File: config.mk
export PLATFORM = sky130hd
export DESIGN_NAME = uart_tx_ctrl
export DESIGN_NICKNAME = d
export VERILOG_FILES = /design/src/rtl/uart_pkg.sv /design/src/rtl/uart_baud_gen.sv /design/src/rtl/uart_tx_ctrl.sv
export SDC_FILE = /design/constraint.sdc
export NUM_CORES = 1
export LEC_CHECK = 0
export ABC_AREA = 1
export BUFFER_PORTS_ARGS = -buffer_cell sky130_fd_sc_hd__buf_2
export CAP_MARGIN = 20
export CORE_ASPECT_RATIO = 2
export CORE_MARGIN = 10
export CORE_UTILIZATION = 45
export CTS_CLUSTER_SIZE = 28
export DETAILED_ROUTE_END_ITERATION = 10
export GPL_TIMING_DRIVEN = 0
export PLACE_DENSITY = 0.65
export SLEW_MARGIN = 5
export SYNTH_ARGS = -nofsm -noshare
export SYNTH_HDL_FRONTEND = slang
export SYNTH_SLANG_ARGS = --single-unit
File: constraint.sdc
create_clock -name pclk -period 3.4 [get_ports pclk]
set_clock_uncertainty 0.15 [all_clocks]
set_input_delay 1.02 -clock pclk [delete_from_list [all_inputs] [get_ports pclk]]
set_output_delay 1.02 -clock pclk [all_outputs]
set_load 0.02 [all_outputs]
File: src/rtl/uart_pkg.sv
// Shared types and constants for the UART transmit path: FSM state encoding,
// frame-configuration field positions and the parity helper.
package uart_pkg;

    localparam int UART_CFG_W = 5;

    // cfg field positions
    localparam int CFG_DBITS_LSB    = 0;
    localparam int CFG_STOP_BIT     = 2;
    localparam int CFG_PAR_EN_BIT   = 3;
    localparam int CFG_PAR_TYPE_BIT = 4;

    typedef enum logic [2:0] {
        ST_IDLE   = 3'd0,
        ST_WAIT   = 3'd1,
        ST_START  = 3'd2,
        ST_DATA   = 3'd3,
        ST_PARITY = 3'd4,
        ST_STOP1  = 3'd5,
        ST_STOP2  = 3'd6
    } uart_tx_state_t;

    // Parity over the low (5 + dbits) bits only; odd inverts the XOR.
    function automatic logic uart_parity(input logic [7:0] data,
                                         input logic [1:0] dbits,
                                         input logic       odd);
        logic [7:0] mask;
        mask = 8'hFF >> (2'd3 - dbits);
        return (^(data & mask)) ^ odd;
    endfunction

endpackage

File: src/rtl/uart_baud_gen.sv
// Bit-period divider: counts 0..CLK_DIV-1 while run is high, held at 0 otherwise.
// Used by uart_tx_ctrl only when UART_TX_INT_BAUD_EN is defined.
module uart_baud_gen #(
    parameter int unsigned CLK_DIV = 16
) (
    input  logic pclk,
    input  logic presetn,
    input  logic run,
    output logic tick
);

    localparam logic [15:0] LAST = 16'(CLK_DIV - 1);

    logic [15:0] cnt_q;
    logic [15:0] cnt_d;

    assign tick = run && (cnt_q == LAST);

    always_comb begin
        cnt_d = cnt_q;
        if (!run) begin
            cnt_d = '0;
        end else if (cnt_q == LAST) begin
            cnt_d = '0;
        end else begin
            cnt_d = cnt_q + 16'd1;
        end
    end

    always_ff @(posedge pclk or negedge presetn) begin
        if (!presetn) begin
            cnt_q <= '0;
        end else begin
            cnt_q <= cnt_d;
        end
    end

endmodule

File: src/rtl/uart_tx_ctrl.sv
// UART transmit sequencer: accepts a frame on a start_tx rising edge and serialises it.
// Build option UART_TX_INT_BAUD_EN selects an internal CLK_DIV divider instead of baud_tick.
module uart_tx_ctrl
    import uart_pkg::*;
#(
    parameter int unsigned CLK_DIV = 16
) (
    input  logic                  pclk,
    input  logic                  presetn,
    input  logic                  baud_tick,
    input  logic [7:0]            tx_data,
    input  logic [UART_CFG_W-1:0] cfg,
    input  logic                  start_tx,
    output logic                  tx,
    output logic                  tx_busy,
    output logic                  tx_done
);

    uart_tx_state_t        state_q, state_d;
    logic                  start_q;
    logic [7:0]            data_q, data_d;
    logic [UART_CFG_W-1:0] cfg_q, cfg_d;
    logic [2:0]            cnt_q, cnt_d;
    logic                  tx_q, tx_d;
    logic                  busy_q, busy_d;
    logic                  done_q, done_d;

    logic       req;
    logic       tick;
    logic       run;
    logic [2:0] cnt_nx;
    logic [2:0] last_bit;

    assign req      = start_tx & ~start_q;
    assign run      = (state_q != ST_IDLE);
    assign cnt_nx   = cnt_q + 3'd1;
    assign last_bit = {1'b1, cfg_q[CFG_DBITS_LSB +: 2]};

`ifdef UART_TX_INT_BAUD_EN
    logic unused_baud;
    assign unused_baud = baud_tick;

    uart_baud_gen #(
        .CLK_DIV (CLK_DIV)
    ) u_baud_gen (
        .pclk    (pclk),
        .presetn (presetn),
        .run     (run),
        .tick    (tick)
    );
`else
    logic unused_div;
    assign unused_div = (CLK_DIV > 1);
    assign tick       = baud_tick;
`endif

    always_comb begin
        state_d = state_q;
        data_d  = data_q;
        cfg_d   = cfg_q;
        cnt_d   = cnt_q;
        tx_d    = tx_q;
        busy_d  = busy_q;
        done_d  = done_q;

        unique case (state_q)
            ST_IDLE: begin
                tx_d = 1'b1;
                // a tick in the accept cycle is deliberately ignored
                if (req) begin
                    data_d  = tx_data;
                    cfg_d   = cfg;
                    busy_d  = 1'b1;
                    done_d  = 1'b0;
                    state_d = ST_WAIT;
                end
            end
            ST_WAIT: begin
                if (tick) begin
                    state_d = ST_START;
                    tx_d    = 1'b0;
                end
            end
            ST_START: begin
                if (tick) begin
                    state_d = ST_DATA;
                    cnt_d   = 3'd0;
                    tx_d    = data_q[0];
                end
            end
            ST_DATA: begin
                if (tick) begin
                    if (cnt_q == last_bit) begin
                        cnt_d = 3'd0;
                        if (cfg_q[CFG_PAR_EN_BIT]) begin
                            state_d = ST_PARITY;
                            tx_d    = uart_parity(data_q, cfg_q[CFG_DBITS_LSB +: 2],
                                                  cfg_q[CFG_PAR_TYPE_BIT]);
                        end else begin
                            state_d = ST_STOP1;
                            tx_d    = 1'b1;
                        end
                    end else begin
                        cnt_d = cnt_nx;
                        tx_d  = data_q[cnt_nx];
                    end
                end
            end
            ST_PARITY: begin
                if (tick) begin
                    state_d = ST_STOP1;
                    tx_d    = 1'b1;
                end
            end
            ST_STOP1: begin
                if (tick) begin
                    if (cfg_q[CFG_STOP_BIT]) begin
                        state_d = ST_STOP2;
                    end else begin
                        state_d = ST_IDLE;
                        busy_d  = 1'b0;
                        done_d  = 1'b1;
                    end
                end
            end
            ST_STOP2: begin
                if (tick) begin
                    state_d = ST_IDLE;
                    busy_d  = 1'b0;
                    done_d  = 1'b1;
                end
            end
            default: begin
                state_d = ST_IDLE;
                tx_d    = 1'b1;
                busy_d  = 1'b0;
            end
        endcase
    end

    always_ff @(posedge pclk or negedge presetn) begin
        if (!presetn) begin
            state_q <= ST_IDLE;
            start_q <= 1'b0;
            data_q  <= '0;
            cfg_q   <= '0;
            cnt_q   <= '0;
            tx_q    <= 1'b1;
            busy_q  <= 1'b0;
            done_q  <= 1'b0;
        end else begin
            state_q <= state_d;
            start_q <= start_tx;
            data_q  <= data_d;
            cfg_q   <= cfg_d;
            cnt_q   <= cnt_d;
            tx_q    <= tx_d;
            busy_q  <= busy_d;
            done_q  <= done_d;
        end
    end

    assign tx      = tx_q;
    assign tx_busy = busy_q;
    assign tx_done = done_q;

endmodule
* Yosys cells after proc, flatten, opt, wreduce, memory -nomap -nowiden *
Cells that the tools add are included.

word-level totals
  register bits = 23
  bits in latches = 0
  RAM bits = 0
  ROM bits = 0
  bits of input ports = 17
  output and inout port bits = 3
  memories kept = 0

cells by class
  add/sub/neg operators = 2
  $mul = 0
  divide/modulo/power cells = 0
  $lt $le $gt $ge = 1
  equal/unequal tests = 16
  shift-type cells = 1
  muxes and demuxes = 31
  bitwise gates (word level) = 6
  reductions and logical operators = 12

operators with widths
  operator                                                               count
  3-bit 2-to-1 mux                                                       11
  3-bit one-hot mux with 7 select lines                                  1
  2-bit != test (second input constant)                                  9
  5-bit AND reduction                                                    3
  1-bit 2-to-1 mux                                                       14
  3-bit == test (second input constant)                                  3
  8-bit AND                                                              1
  8-bit AND reduction                                                    1
  8-bit parity                                                           1
  8-bit by 2-bit right shift with 8-bit output (first input constant)    1
  3-bit by 2-bit == test with 1-bit output (second input constant)       2
  3-bit one-hot mux with 2 select lines                                  1
  1-bit one-hot mux with 5 select lines                                  1
  3-bit by 4-bit < comparator with 1-bit output (second input constant)  1
  1-bit one-hot mux with 4 select lines                                  1
  4-bit OR reduction                                                     1
  3-bit by 1-bit adder with 3-bit output (second input constant)         1
  1-bit binary-select mux with 3-bit select                              1
  3-bit by 1-bit == test with 1-bit output (second input constant)       1
  3-bit == test                                                          1
  3-bit logical NOT                                                      1
  1-bit inverter                                                         3
  1-bit one-hot mux with 3 select lines                                  1
  3-bit AND reduction                                                    1
  7 further kinds                                                        7

* Logic depth before layout (Yosys ltp) *
  word-level depth = 9
  depth in mapped cells = 13
  gate-level depth less buffers = 13

* Worst setup path before layout *
OpenSTA, ideal clock, no wires.

  path kind = input to register
  start = input port start_tx
  end = register data_q[6]
  setup time = 0.119 ns
  data arrival time = 1.778 ns
  slack = 1.353 ns
  cell stages on the path = 8
  buffers on the path = 1
  path through = inv_1 > o21ai_2 > nand3_2 > nor2_4 > nand2_4 > inv_8 > buf_12 > o21ai_2

between the ends
  longest elaborated chain between the ends = 2

RTL lines
  what                                  line                 RTL
  from (decl)                           uart_tx_ctrl.sv:13   input logic start_tx,
  1-bit AND                             uart_tx_ctrl.sv:34   assign req = start_tx & ~start_q;
  2-bit AND reduction (no source line)  n/a
  to (signal assigned)                  uart_tx_ctrl.sv:154  data_q <= data_d;
  to (decl)                             uart_tx_ctrl.sv:21   logic [7:0] data_q, data_d;

No other way between the ends.
A chain may end at the register's enable or synchronous reset.

* Worst setup path in the final report *
  start = register tx_q (netlist: tx)
  end = output port tx

RTL lines
  what                    line                 RTL
  from (decl)             uart_tx_ctrl.sv:24   logic tx_q, tx_d;
  from (signal assigned)  uart_tx_ctrl.sv:157  tx_q <= tx_d;
  to (decl)               uart_tx_ctrl.sv:14   output logic tx,

No word-level cell between the ends.

==> summary.md <==
| Metric | Value |
|---|---|
| Setup violators final | `0` |
| Clock buffer depth | `2` |
| Pwr dens | `between 900 and 1000 nW/µm²` |
| Status | `finished clean` |
| Detailed Place HPWL | `around 2.4 mm` |
| Clk sinks | `23` |
| Sequential fraction of design power | `approximately a third` |
| Crit end category | `primary output` |
| Area grow syn2layout | `13.0%` |
| Cells along the critical path | `buf_2` |
| Largest net degree at the start of global routing | `24` |
| Gr usage total | `10.8%` |
| Pre-Repair DR Iteration Count | `4` |
| Critical Path AT | `0.96 ns` |
| CTS tree | `done` |
| FF-to-FF path depth | `12` |
| Nets | `~220` |
| Layout cells sized above 1 | `roughly 26%` |
| Worst-path fanout max | `2` |
| Min cycle time layout | `2.13 ns` |
| Placed cell areas | `1510 µm²` |
| Die Span X | `roughly 59 µm` |
| Fillers | `299` |
| Design Area, Final | `about 1600 µm²` |
| Fin crit share | `62.6%` |
| FP Rows | `28` |
| Max-Cap Viols | `0` |
| Syn Inst Count | `~180` |
| Internal power | `around 0.81 mW` |
| Synth Flop Type | `dfrtp_1` |
| TNS Setup | `0 ns` |
| ANT nets after route | `0` |
| I/O pin count | `20` |
| Register area share after synthesis | `approximately two fifths` |
| Max-slew violation count | `0` |
| Core area | `2940 µm²` |
| Vias in the first global route | `approximately 1200` |
| Syn Nets | `199` |
| Hold_buf cts | `0` |
| Asr flop ratio synth | `between 90% and 100%` |
| Vias | `roughly 1100` |
| Synth warn | `0` |
| Sw frac | `47.1%` |
| WS Path Type | `flip-flop to primary output` |
| Syn Area/Cell | `7.59 µm²` |
| RSZ-0062 raised after global routing | `false` |
| Drt wl/cell | `between 10 and 15 µm` |
| CP delay by family, top | `flip-flops` |
| Maximum clock rate | `470 MHz` |
| Clk pwr share | `about 11%` |
| Switching power | `between 0.7 and 0.8 mW` |
| Grt ovf | `0` |
| Final Hold Viols | `0` |
| VDD IR max | `between 400 and 500 µV` |
| Die area | `~5800 µm²` |
| Post-synthesis cell type count | `26` |
| Gates resized, CTS repair | `0` |
| Wirelength, routed | `around 3.0 mm` |
| Worst path buffer plus inverter count | `1` |
| DRC viols | `0` |
| Post-synth EDFFs | `0` |
| IO buf count | `19` |
| Critical Path Source Type | `flip-flop` |
| CP Depth | `1` |
| Required @ worst endpoint | `around 2.2 ns` |
| Max_slew headroom | `about two thirds` |
| RePlAce Congestion | `slightly above 0.8` |
| Post-CTS setup buffers | `0` |
| Hold Path Cell Cnt | `2` |
| Die H | `approximately 98 µm` |
| Area of the mapped netlist | `1370 µm²` |
| Worst Max-Slew Pin Slew | `0.527 ns` |
| Root buffer cell | `clkbuf_8` |
| Worst min-delay path class | `flip-flop to flip-flop` |
| CP peak stage delay | `around 0.54 ns` |
| H-tree level count | `1` |
| Comb power frac | `between 50% and 60%` |
| Slowest cell on crit path | `dfstp_2` |
| Leakage | `between 0.8 and 0.9 nW` |
| Initial antenna violation count | `0` |
| Later-pin clock latency in the skew report | `~0.26 ns` |
| Starting Density | `46.7%` |
| Inserted Diodes | `0` |
| Global-route wire length before repair | `about 5.0 mm` |
| Flops & latches, synth | `23` |
| CTS Buf Count | `3` |
| Initial DRC count | `13` |
| Vias per inst | `~4.9` |
| Clock transition at the registers of the reported paths | `~0.080 ns` |
[power groups by stage]
stage               sequential, mW  combinational (mW)  clock (mW)
floorplan                    0.518               0.657           0
global placement             0.525               0.818           0
detailed placement           0.530               0.836           0
CTS                          0.524               0.843       0.174
global route                 0.544               0.963       0.184
finish                       0.523               0.830       0.171
[flip-flops by register name, summed over array words and instances (netlist names)]
register,count
tx_done,1
data_q,8
tx_busy,1
cnt_q,3
start_q,1
state_q,3
tx,1
cfg_q,5
[synth_stat cells (2+ instances only)]
master / number / area share, %
a21oi_1: 5 / 1.8
dfrtp_1: 22 / 40
inv_1: 19 / 5.2
inv_2: 2 / 0.55
nand2_1: 59 / 16
nand2_2: 15 / 6.8
nand3_1: 9 / 3.3
nor2_1: 9 / 2.5
nor2_4: 2 / 1.6
nor3_1: 3 / 1.1
o21ai_0: 14 / 5.1
o21ai_2: 4 / 2.5
o31ai_1: 3 / 1.6
xnor2_1: 3 / 1.9
[cell families after synthesis]
group | after synthesis | share of synthesized area (%)
adder cells (fa/ha/maj) | 1 | 0.911
buffers and inverters | 23 | 8.01
AO/OA/AOI/OAI | 27 | 11.7
XOR/XNOR | 4 | 2.55
flip-flops | 23 | 42.0
AND/OR/NAND/NOR | 103 | 34.9
[stage by stage]
stage | hold WS [ns] | power, mW | instances | utilization [%] | worst slack (ns)
after global routing | 0.384 | 1.69 | 234 | 52.8 | 1.26
final | 0.361 | 1.52 | 234 | 52.8 | 1.27
after floorplan | 0.334 | 1.17 | 181 | - | 1.35
after detailed placement | 0.346 | 1.37 | 230 | 51.2 | 1.16
after global placement | 0.324 | 1.34 | 230 | 51.2 | 1.15
after CTS | 0.367 | 1.54 | 234 | 52.8 | 1.27
[worst paths after layout]
path / start / end / slack, ns
hold / removal: tx_busy / tx_busy / 0.36
setup / recovery: tx / tx / 1.27
min in group asynchronous: presetn / data_q[7] / 0.57
hold reg to reg: tx_busy / tx_busy / 0.36
setup reg to reg: state_q[1] / cfg_q[2] / 1.57
max in group asynchronous: presetn / tx / 2.16
[cell type report]
type	instances	area (µm²)	area share, %
multi-input cells	135	687	44.2
clock buffers	3	41.3	2.66
inverters	22	90.1	5.80
clock inverters	1	5.00	0.322
well taps	30	37.5	2.42
repair buffers	19	95.1	6.12
plain buffers	1	20.0	1.29
flip-flops and latches	23	577	37.1
[metal layers]
layer / up-vias / GRT usage (%) / wire, µm
met5: - / 0 / 0
met4: 0 / 5.51 / 76
met3: 7 / 1.95 / 67
met2: 13 / 20.2 / 1700
met1: 514 / 10.2 / 1110
li1: 615 / - / -
[placed cells by master (no fill, tap or decap), drive strengths merged]
cell	synthesis	layout
a21oi	5	5
buf	1	20
clkbuf	0	3
clkinv	0	1
dfrtp	22	22
dfstp	1	1
ha	1	1
inv	22	22
nand2	75	75
nand3	10	10
nand3b	1	1
nand4	1	1
nor2	12	12
nor3	3	3
o211ai	1	1
o21ai	18	18
o31ai	3	3
or2	1	1
xnor2	3	3
xor2	1	1
Power figures use the tool's default switching activity.
